**src/rtl/ev_grant_if.sv**
```systemverilog
// Grant channel from USP to the EV receiver.
//   grant_valid : USP holds high while grant_msg carries an encrypted grant
//   grant_msg   : 64-bit encrypted grant
//   grant_ready : receiver is waiting for a grant; transfer when valid && ready
interface ev_grant_if;
  logic        grant_valid;
  logic [63:0] grant_msg;
  logic        grant_ready;

  modport master (
    output grant_valid,
    output grant_msg,
    input  grant_ready
  );

  modport slave (
    input  grant_valid,
    input  grant_msg,
    output grant_ready
  );
endinterface

```
**src/rtl/ev_grant_receiver.sv**
```systemverilog
// EV-side receiver for the USP session-grant message.
// Arms on each EV request, waits for an encrypted grant, decrypts it with a fixed
// XOR key and checks tag, EV ID and nonce echo. It then either publishes a session
// key or requests a retry. After MaxRetry retries it latches a sticky auth failure.
//   clk_i         : system clock
//   rst_ni        : synchronous active-low reset
//   ev_id_i       : local EV identity, compared with the grant's ID echo
//   ev_nonce_i    : nonce of the current request, latched on req_sent_i
//   req_sent_i    : one-cycle pulse when the EV issues a request
//   grant_if      : grant channel (valid/msg in, ready out)
//   session_key_o : key field of the last accepted grant
//   session_ok_o  : a valid session is held
//   retry_req_o   : one-cycle pulse asking the EV to re-issue its request
//   auth_fail_o   : sticky authentication failure
//   fail_code_o   : 0 none, 1 timeout, 2 bad tag, 3 ID/nonce mismatch
//   busy_o        : waiting for, checking or retrying a grant
module ev_grant_receiver #(
  parameter logic [63:0] Key      = 64'hDEAD_BEEF_CAFE_BABE,
  parameter int unsigned Timeout  = 16,
  parameter int unsigned MaxRetry = 3
) (
  input  logic          clk_i,
  input  logic          rst_ni,
  input  logic [15:0]   ev_id_i,
  input  logic [15:0]   ev_nonce_i,
  input  logic          req_sent_i,
  ev_grant_if.slave     grant_if,
  output logic [23:0]   session_key_o,
  output logic          session_ok_o,
  output logic          retry_req_o,
  output logic          auth_fail_o,
  output logic [1:0]    fail_code_o,
  output logic          busy_o
);

  localparam logic [7:0] TimerLast = 8'(Timeout - 1);
  localparam logic [7:0] RetryMax  = 8'(MaxRetry);
  localparam logic [7:0] GoodTag   = 8'h5A;

  typedef enum logic [2:0] {
    StIdle,
    StWait,
    StCheck,
    StRetry,
    StSession,
    StFail
  } state_e;

  state_e      state_q, state_d;
  logic [7:0]  timer_q, timer_d;
  logic [7:0]  retry_cnt_q, retry_cnt_d;
  logic [15:0] exp_nonce_q, exp_nonce_d;
  logic [63:0] msg_q, msg_d;
  logic [23:0] session_key_q, session_key_d;
  logic        session_ok_q, session_ok_d;
  logic        retry_req_q, retry_req_d;
  logic        auth_fail_q, auth_fail_d;
  logic [1:0]  fail_code_q, fail_code_d;

  logic handshake;
  assign grant_if.grant_ready = (state_q == StWait);
  assign handshake = grant_if.grant_valid && grant_if.grant_ready;

  always_comb begin
    state_d       = state_q;
    timer_d       = timer_q;
    retry_cnt_d   = retry_cnt_q;
    exp_nonce_d   = exp_nonce_q;
    msg_d         = msg_q;
    session_key_d = session_key_q;
    session_ok_d  = session_ok_q;
    retry_req_d   = 1'b0;
    auth_fail_d   = auth_fail_q;
    fail_code_d   = fail_code_q;

    unique case (state_q)
      StIdle: begin
        if (req_sent_i) begin
          exp_nonce_d = ev_nonce_i;
          timer_d     = 8'd0;
          state_d     = StWait;
        end
      end
      StWait: begin
        // A handshake on the final timer cycle still wins over the timeout.
        if (handshake) begin
          msg_d   = grant_if.grant_msg ^ Key;
          state_d = StCheck;
        end else if (timer_q == TimerLast) begin
          fail_code_d = 2'd1;
          state_d     = StRetry;
        end else begin
          timer_d = timer_q + 8'd1;
        end
      end
      StCheck: begin
        if (msg_q[7:0] != GoodTag) begin
          fail_code_d = 2'd2;
          state_d     = StRetry;
        end else if ((msg_q[63:48] != ev_id_i) || (msg_q[47:32] != exp_nonce_q)) begin
          fail_code_d = 2'd3;
          state_d     = StRetry;
        end else begin
          session_key_d = msg_q[31:8];
          session_ok_d  = 1'b1;
          fail_code_d   = 2'd0;
          retry_cnt_d   = 8'd0;
          state_d       = StSession;
        end
      end
      StRetry: begin
        if (retry_cnt_q == RetryMax) begin
          auth_fail_d = 1'b1;
          state_d     = StFail;
        end else begin
          retry_cnt_d = retry_cnt_q + 8'd1;
          retry_req_d = 1'b1;
          state_d     = StIdle;
        end
      end
      StSession: begin
        // A new request drops the session but keeps the old key visible.
        if (req_sent_i) begin
          session_ok_d = 1'b0;
          exp_nonce_d  = ev_nonce_i;
          timer_d      = 8'd0;
          state_d      = StWait;
        end
      end
      StFail: begin
        state_d = StFail;
      end
      default: begin
        state_d = StIdle;
      end
    endcase
  end

  always_ff @(posedge clk_i) begin
    if (!rst_ni) begin
      state_q       <= StIdle;
      timer_q       <= 8'd0;
      retry_cnt_q   <= 8'd0;
      exp_nonce_q   <= 16'd0;
      msg_q         <= 64'd0;
      session_key_q <= 24'd0;
      session_ok_q  <= 1'b0;
      retry_req_q   <= 1'b0;
      auth_fail_q   <= 1'b0;
      fail_code_q   <= 2'd0;
    end else begin
      state_q       <= state_d;
      timer_q       <= timer_d;
      retry_cnt_q   <= retry_cnt_d;
      exp_nonce_q   <= exp_nonce_d;
      msg_q         <= msg_d;
      session_key_q <= session_key_d;
      session_ok_q  <= session_ok_d;
      retry_req_q   <= retry_req_d;
      auth_fail_q   <= auth_fail_d;
      fail_code_q   <= fail_code_d;
    end
  end

  assign session_key_o = session_key_q;
  assign session_ok_o  = session_ok_q;
  assign retry_req_o   = retry_req_q;
  assign auth_fail_o   = auth_fail_q;
  assign fail_code_o   = fail_code_q;
  assign busy_o        = (state_q == StWait) || (state_q == StCheck) || (state_q == StRetry);

endmodule

```
**src/flat_wrapper.sv**
```systemverilog
// flat-port wrapper written by rule: the top's interface ports become plain ports
module ev_grant_receiver_flat 
#(
  parameter logic [63:0] Key      = 64'hDEAD_BEEF_CAFE_BABE,
  parameter int unsigned Timeout  = 16,
  parameter int unsigned MaxRetry = 3
)
  (clk_i, rst_ni, ev_id_i, ev_nonce_i, req_sent_i, session_key_o, session_ok_o, retry_req_o, auth_fail_o, fail_code_o, busy_o, grant_if_grant_valid, grant_if_grant_msg, grant_if_grant_ready);
  ev_grant_if grant_if_i ();
  input  logic clk_i;
  input  logic rst_ni;
  input  logic [15:0] ev_id_i;
  input  logic [15:0] ev_nonce_i;
  input  logic req_sent_i;
  output logic [23:0] session_key_o;
  output logic session_ok_o;
  output logic retry_req_o;
  output logic auth_fail_o;
  output logic [1:0] fail_code_o;
  output logic busy_o;
  input wire logic [$bits(grant_if_i.grant_valid)-1:0] grant_if_grant_valid;
  input wire logic [$bits(grant_if_i.grant_msg)-1:0] grant_if_grant_msg;
  output wire logic [$bits(grant_if_i.grant_ready)-1:0] grant_if_grant_ready;
  assign grant_if_i.grant_valid = grant_if_grant_valid;
  assign grant_if_i.grant_msg = grant_if_grant_msg;
  assign grant_if_grant_ready = grant_if_i.grant_ready;
  ev_grant_receiver #(.Key(Key), .Timeout(Timeout), .MaxRetry(MaxRetry)) u_core (.clk_i(clk_i), .rst_ni(rst_ni), .ev_id_i(ev_id_i), .ev_nonce_i(ev_nonce_i), .req_sent_i(req_sent_i), .grant_if(grant_if_i), .session_key_o(session_key_o), .session_ok_o(session_ok_o), .retry_req_o(retry_req_o), .auth_fail_o(auth_fail_o), .fail_code_o(fail_code_o), .busy_o(busy_o));
endmodule
```
**config.mk**
```make
export PLATFORM = sky130hd
export DESIGN_NAME = ev_grant_receiver_flat
export DESIGN_NICKNAME = d
export VERILOG_FILES = /design/src/rtl/ev_grant_if.sv /design/src/rtl/ev_grant_receiver.sv /design/src/flat_wrapper.sv
export SDC_FILE = /design/constraint.sdc
export NUM_CORES = 1
export LEC_CHECK = 0
export ABC_AREA = 1
export CAP_MARGIN = 15
export CORE_UTILIZATION = 30
export DETAILED_ROUTE_END_ITERATION = 8
export PLACE_DENSITY = 0.63
export SYNTH_ARGS = -nofsm -noshare
export SYNTH_HDL_FRONTEND = slang
export SYNTH_SLANG_ARGS = --single-unit
```
**constraint.sdc**
```tcl
create_clock -name clk_i -period 1.7 [get_ports clk_i]
set_clock_uncertainty 0.05 [all_clocks]
set_input_delay 0.17 -clock clk_i [delete_from_list [all_inputs] [get_ports clk_i]]
set_output_delay 0.17 -clock clk_i [all_outputs]
set_load 0.03 [all_outputs]
```
# [Word level (Yosys, flattened, before mapping)]
# Cells that the tools add are included.
[classes] add_sub_neg=2 n_eq_ne=19 muxes=25 bitwise_logic=3 n_reduce_logical=20
[op_table] op="two-way mux 8 bit" n=6
[op_table] op="inverter 46 bit" n=1
[op_table] op="!= test 16 bit" n=2
[op_table] op="one-hot mux 8 bit (2 select lines)" n=2
[op_table] op="two-way mux 3 bit" n=6
[op_table] op="adder 8 x 1 -> 8 bit, second input constant" n=2
[op_table] op="one-hot mux 3 bit (5 select lines)" n=1
[op_table] op="!= test 2 bit, second input constant" n=7
[op_table] op="AND reduction 4 bit" n=3
[op_table] op="AND reduction 2 bit" n=5
[op_table] op="== test 8 x 2 -> 1 bit, second input constant" n=1
[op_table] op="== test 8 x 4 -> 1 bit, second input constant" n=1
[op_table] op="two-way mux 2 bit" n=4
[op_table] op="!= test 8 x 7 -> 1 bit, second input constant" n=1
[op_table] op="nonzero test 2 bit" n=4
[op_table] op="== test 3 x 2 -> 1 bit, second input constant" n=2
[op_table] op="== test 3 bit, second input constant" n=2
[op_table] op="AND reduction 3 bit" n=2
[op_table] op="two-way mux 1 bit" n=4
[op_table] op="one-hot mux 2 bit (2 select lines)" n=1
[op_table] op="== test 3 x 1 -> 1 bit, second input constant" n=1
[op_table] op="zero test 3 bit" n=1
[op_table] op="logical OR 1 bit" n=3
[op_table] op="!= test 3 bit, second input constant" n=1
[op_table] op="5 further kinds" n=6
[totals] regBits=128 in_bits=100 out_inout_bits=31 wordCells=79

# [Depth between registers and ports, before layout]
[logic_depth] ltp_word=5 ltp_mapped=13

# [Worst setup path before layout]
# Ideal clock, no wire load.
[synth_path] path_type="reg2reg" from="register u_core.state_q[2]" to="register u_core.timer_q[6]" setup_ns=0.122 arrival_time_ns=1.469 path_slack_ns=0.059 stages_incl_launch_ff=11 path_buffers=0 path_cell_list="dfxtp_1 -> inv_2 -> nand2_1 -> nor2_2 -> inv_2 -> nor2_2 -> nand2_2 -> nand2_4 -> inv_2 -> nor3_1 -> nor3b_2"
[synth_via] elab_chain_cells=4 word_cells_on_any_way=11
[synth_rtl] item="start: declaration" line_no="ev_grant_receiver.sv:49" text="state_e state_q, state_d;"
[synth_rtl] item="start signal: assignment" line_no="ev_grant_receiver.sv:141" text="state_q <= StIdle;"
[synth_rtl] item="start signal: assignment" line_no="ev_grant_receiver.sv:152" text="state_q <= state_d;"
[synth_rtl] item="== test 3 x 1 -> 1 bit (*)" line_no="ev_grant_receiver.sv:61" text="assign grant_if.grant_ready = (state_q == StWait);"
[synth_rtl] item="named net grant_if_grant_ready" line_no="flat_wrapper.sv:23" text="output wire logic [$bits(grant_if_i.grant_ready)-1:0] grant_if_grant_ready;"
[synth_rtl] item="logical AND 1 bit" line_no="ev_grant_receiver.sv:62" text="assign handshake = grant_if.grant_valid && grant_if.grant_ready;"
[synth_rtl] item="!= test 2 bit (no line)"
[synth_rtl] item="AND reduction 4 bit (no line)"
[synth_rtl] item="end signal: assignment" line_no="ev_grant_receiver.sv:153" text="timer_q <= timer_d;"
[synth_rtl] item="end: declaration" line_no="ev_grant_receiver.sv:50" text="logic [7:0] timer_q, timer_d;"
# Mark *: on every way through the listed nets, which the timed path passes. The rest lies on a longest branch.
# A chain may end at the register's enable or synchronous reset.

# [Final worst setup path]
[layout_path] from="register u_core.msg_q[46]" to="register u_core.session_key_q[23], in the netlist u_core.session_key_o[23]"
[layout_via] elab_chain_cells=4
[layout_rtl] item="start: declaration" line_no="ev_grant_receiver.sv:53" text="logic [63:0] msg_q, msg_d;"
[layout_rtl] item="start signal: assignment" line_no="ev_grant_receiver.sv:156" text="msg_q <= msg_d;"
[layout_rtl] item="!= test 16 bit" line_no="ev_grant_receiver.sv:100" text="end else if ((msg_q[63:48] != ev_id_i) || (msg_q[47:32] != exp_nonce_q)) begin"
[layout_rtl] item="logical OR 1 bit" line_no="ev_grant_receiver.sv:100"
[layout_rtl] item="inverter 1 bit (no line)"
[layout_rtl] item="AND reduction 3 bit (no line)"
[layout_rtl] item="end signal: assignment" line_no="ev_grant_receiver.sv:157" text="session_key_q <= session_key_d;"
[layout_rtl] item="end: declaration" line_no="ev_grant_receiver.sv:54" text="logic [23:0] session_key_q, session_key_d;"
# Every way passes these cells.

==> reports/summary.md <==
### Status
* **result of the run** finished, violations left
* **failing checks** negative setup slack

### Timing
* **worst slew pin tran** 368.7 ps
* **crit path setup slack, layout** -91.33 ps
* **Slew HR** 75.38%
* **tightest hold margin** 211.0 ps
* **final max-slew violation count** 0
* **final period utilization** 105.4%
* **count of final setup violators** 33
* **f_max** 0.5582 GHz
* **post-layout min period** 1791 ps
* **setup repair after global routing missed its margin** true
* **Hold Violations, Final** 0

### Clock network
* **CTS Buffer Depth** 2
* **H-tree depth** 4
* **Sink Count** 128
* **cts-stage hold buffer count** 0
* **clock latency at the later pin of the worst-skew pair** 410 ps
* **number of buffers inserted during clock tree synthesis** 17
* **clock slew at reported path FFs** 60 ps
* **Root Driver** clkbuf_16
* **TritonCTS clock tree** built

### Drt
* **wire per inst** 13.22 um
* **vias per std cell** 4.515
* **number of design-rule violations left by the first detailed-router iteration** 199
* **via count** 4854
* **overall routed net length** 14210 um
* **total iterations of the first detailed-routing run** 4
* **remaining number of nets flagged by the antenna check after routing** 0
* **DR DRC count** 0

### Floorplanning
* **Die Wd** 133.8 um
* **Top-Level Pins** 131
* **effective utilization at floorplan** 31.10%
* **Floorplan Core Area** 0.01676 mm2
* **Die ar.** 0.01791 mm2
* **number of standard-cell rows in the floorplan** 47
* **die height** 133.8 um

### Pwr
* **Clock Power Share** 44.5%
* **part of the total power dissipated in combinational logic** 15.5%
* **total chip power** 8.462 mW
* **switching power summed over all nets** 2.120 mW
* **fraction of power consumed by sequential logic** 40.1%
* **areal power density over the cells** 1068 mW/mm2
* **leak pwr** 3.305 nW
* **switching share of power** 25.06%
* **highest ir drop seen on vdd** 0.7129 mV
* **internal power** 6.342 mW

### Placed design
* **number of placed instances with taps included** 1033
* **Area after DPL** 0.006945 mm2
* **Detail Placement HPWL** 9346 um
* **Port-buffer cells** 130
* **GPL Wtd Cong** 0.8089

### Global routing
* **antenna violations before repair** 0
* **wire length of the first global-routing pass** 22820 um
* **GR Overflow Total** 0
* **pin count of the biggest net entering global routing** 88
* **vias in the first global route** 4582
* **global-route usage over all layers** 16.38%

### Synth
* **total nets after synthesis** 783
* **number of distinct library cell variants in the gate-level netlist after synthesis** 32
* **total of warnings raised by yosys** 0
* **flops & latches, synth** 128
* **average footprint of a synthesized cell** 7.654 um2
* **sequential-to-total area share from yosys stat** 49.16%
* **Synth Instances** 681
* **Mapped Area** 0.005212 mm2

### Layout
* **Layout area overhead** 51.97%
* **final-stage net count** 945
* **Inserted Diodes** 0
* **register area** 0.002572 mm2
* **commonest cells after routing, fill and taps aside** 120 x dfxtp_1, 119 x clkdlybuf4s50_1, 94 x nor2_1
* **design area** 0.007921 mm2
* **most common library cell in the layout ignoring fill and taps** dfxtp_1
* **fill count** 1682
* **ratio of cells with drive above 1 in the final layout** 16.96%
* **final non-filler cell total** 1075
* **multi-input gate area in the final layout** 0.002420 mm2

### Critical path
* **sort of element at the end of the critical path** register
* **cell at the slowest stage of the critical path** dfxtp_2
* **maximum fanout encountered on the critical timing path** 13
* **CP Data Required Time** 2000 ps
* **crit-path cells** xnor2_2, buf_4, nand2_1, nor2_1, nand2_2, nor2_4, nand3_4, nor2_4, buf_12, buf_12, o21ai_0, nor2_1
* **CP Class** reg -> reg
* **Worst setup SP type** register
* **arrival time reported for the critical path endpoint** 2090 ps
* **delay contributed by the slowest stage of the critical path** 330 ps

### Worst hold path
* **class of the tightest hold or removal check** in -> reg

### Run
* **maximum capacitance violations** 0

==> layout make-up <==
cell class                      count  area share [%]
Clock inverter                      8           1.627
Sequential cell                   128           32.48
Clock buffer                       23           6.160
Inverter                           64           3.127
Timing Repair Buffer              176           22.59
Tap cell                          220           3.475
Multi-Input combinational cell    456           30.55
==> critical path: cells and delay by family (launching register included) <==
| kind | cells | cell delay [ps] |
|---|---|---|
| AND/OR/NAND/NOR | 7 | 740 |
| buffers and inverters | 3 | 390 |
| flip-flops | 1 | 330 |
| XOR/XNOR | 1 | 130 |
| AO/OA/AOI/OAI | 1 | 80 |
==> synth_stat cells (all sizes together) <==
library cell	n	share of area (%)
buf	8	1.5
nand4	4	0.48
nor4	3	0.36
nand3	18	1.8
a211oi	3	0.43
ha	2	0.48
clkinv	3	0.22
dfxtp	128	49
o21bai	1	0.14
xor2	1	0.17
o21ai	109	11
xnor2	21	3.5
nor3	9	0.96
nand2	87	6.6
inv	61	4.4
nor3b	1	0.24
nand3b	1	0.14
clkbuf	25	1.8
a21oi	83	8.3
a31oi	4	0.48
nor2	109	8.3
==> power groups by stage <==
stage	clock (mW)	combinational [mW]	sequential (mW)
global route	4.00	1.46	3.42
detailed placement	0	1.24	3.44
CTS	3.87	1.27	3.38
global placement	0	1.23	3.43
floorplan	0	0.669	3.42
finish	3.76	1.31	3.39
==> what timing repair did <==
item / in CTS / in global routing
endpoints found under the setup margin: 40 / 56
gates resized for setup: 19 / 54
endpoints found under the hold margin: 0 / 0
setup buffers: 3 / 6
cloned: 1 / 1
pin swaps: 4 / 15
==> kinds of logic (layout without fill, tap and decap cells) <==
group | Yosys count | count (layout) | share of synthesized area (%)
buffers and inverters | 97 | 271 | 7.897
adders and majority gates | 2 | 2 | 0.4800
AOI/OAI and AO/OA | 200 | 200 | 19.92
DFF | 128 | 128 | 49.16
and+or+nand+nor | 232 | 232 | 18.84
xor gates and xnor gates | 22 | 22 | 3.697
==> sequential cells by signal, summed over array words and instances (netlist names) <==
name / count
u_core.timer_q: 8
u_core.retry_req_o: 1
u_core.auth_fail_o: 1
u_core.msg_q: 64
u_core.retry_cnt_q: 8
u_core.session_ok_o: 1
u_core.state_q: 3
u_core.exp_nonce_q: 16
u_core.fail_code_o: 2
u_core.session_key_o: 24
==> through the flow <==
stage,setup WS [ps],utilization [%],TNS (ps)
2_1_floorplan,59.37,-,0
3_5_place_dp,-403.5,41.44,-13850
3_3_place_gp,-425.5,41.44,-14090
4_1_cts,-123.3,45.81,-3338
6_report,-91.33,47.26,-1878
5_1_grt,-193.0,47.26,-5687
==> metal layers <==
| layer | routed length [um] | up-vias | GRT usage (%) |
|---|---|---|---|
| li1 | - | 2554 | - |
| met1 | 6590 | 2167 | 20.62 |
| met2 | 6461 | 118 | 26.17 |
| met3 | 921 | 15 | 4.989 |
| met4 | 235 | 0 | 6.313 |
| met5 | 0 | - | 0 |
==> worst paths after layout <==
path                            slack [ps]                          start                                     to  cells past startpoint
worst max-delay path                   -90  u_core.msg_q[46]$_SDFFE_PN0P_  u_core.session_key_o[23]$_SDFFE_PN0P_                     12
worst min-delay path                   210                         rst_ni          u_core.msg_q[48]$_SDFFE_PN0P_                      4
worst max register to register         -90  u_core.msg_q[46]$_SDFFE_PN0P_  u_core.session_key_o[23]$_SDFFE_PN0P_                     12
worst min register to register         400   u_core.msg_q[0]$_SDFFE_PN0P_           u_core.msg_q[0]$_SDFFE_PN0P_                      2
(Power assumes the default switching activity.)
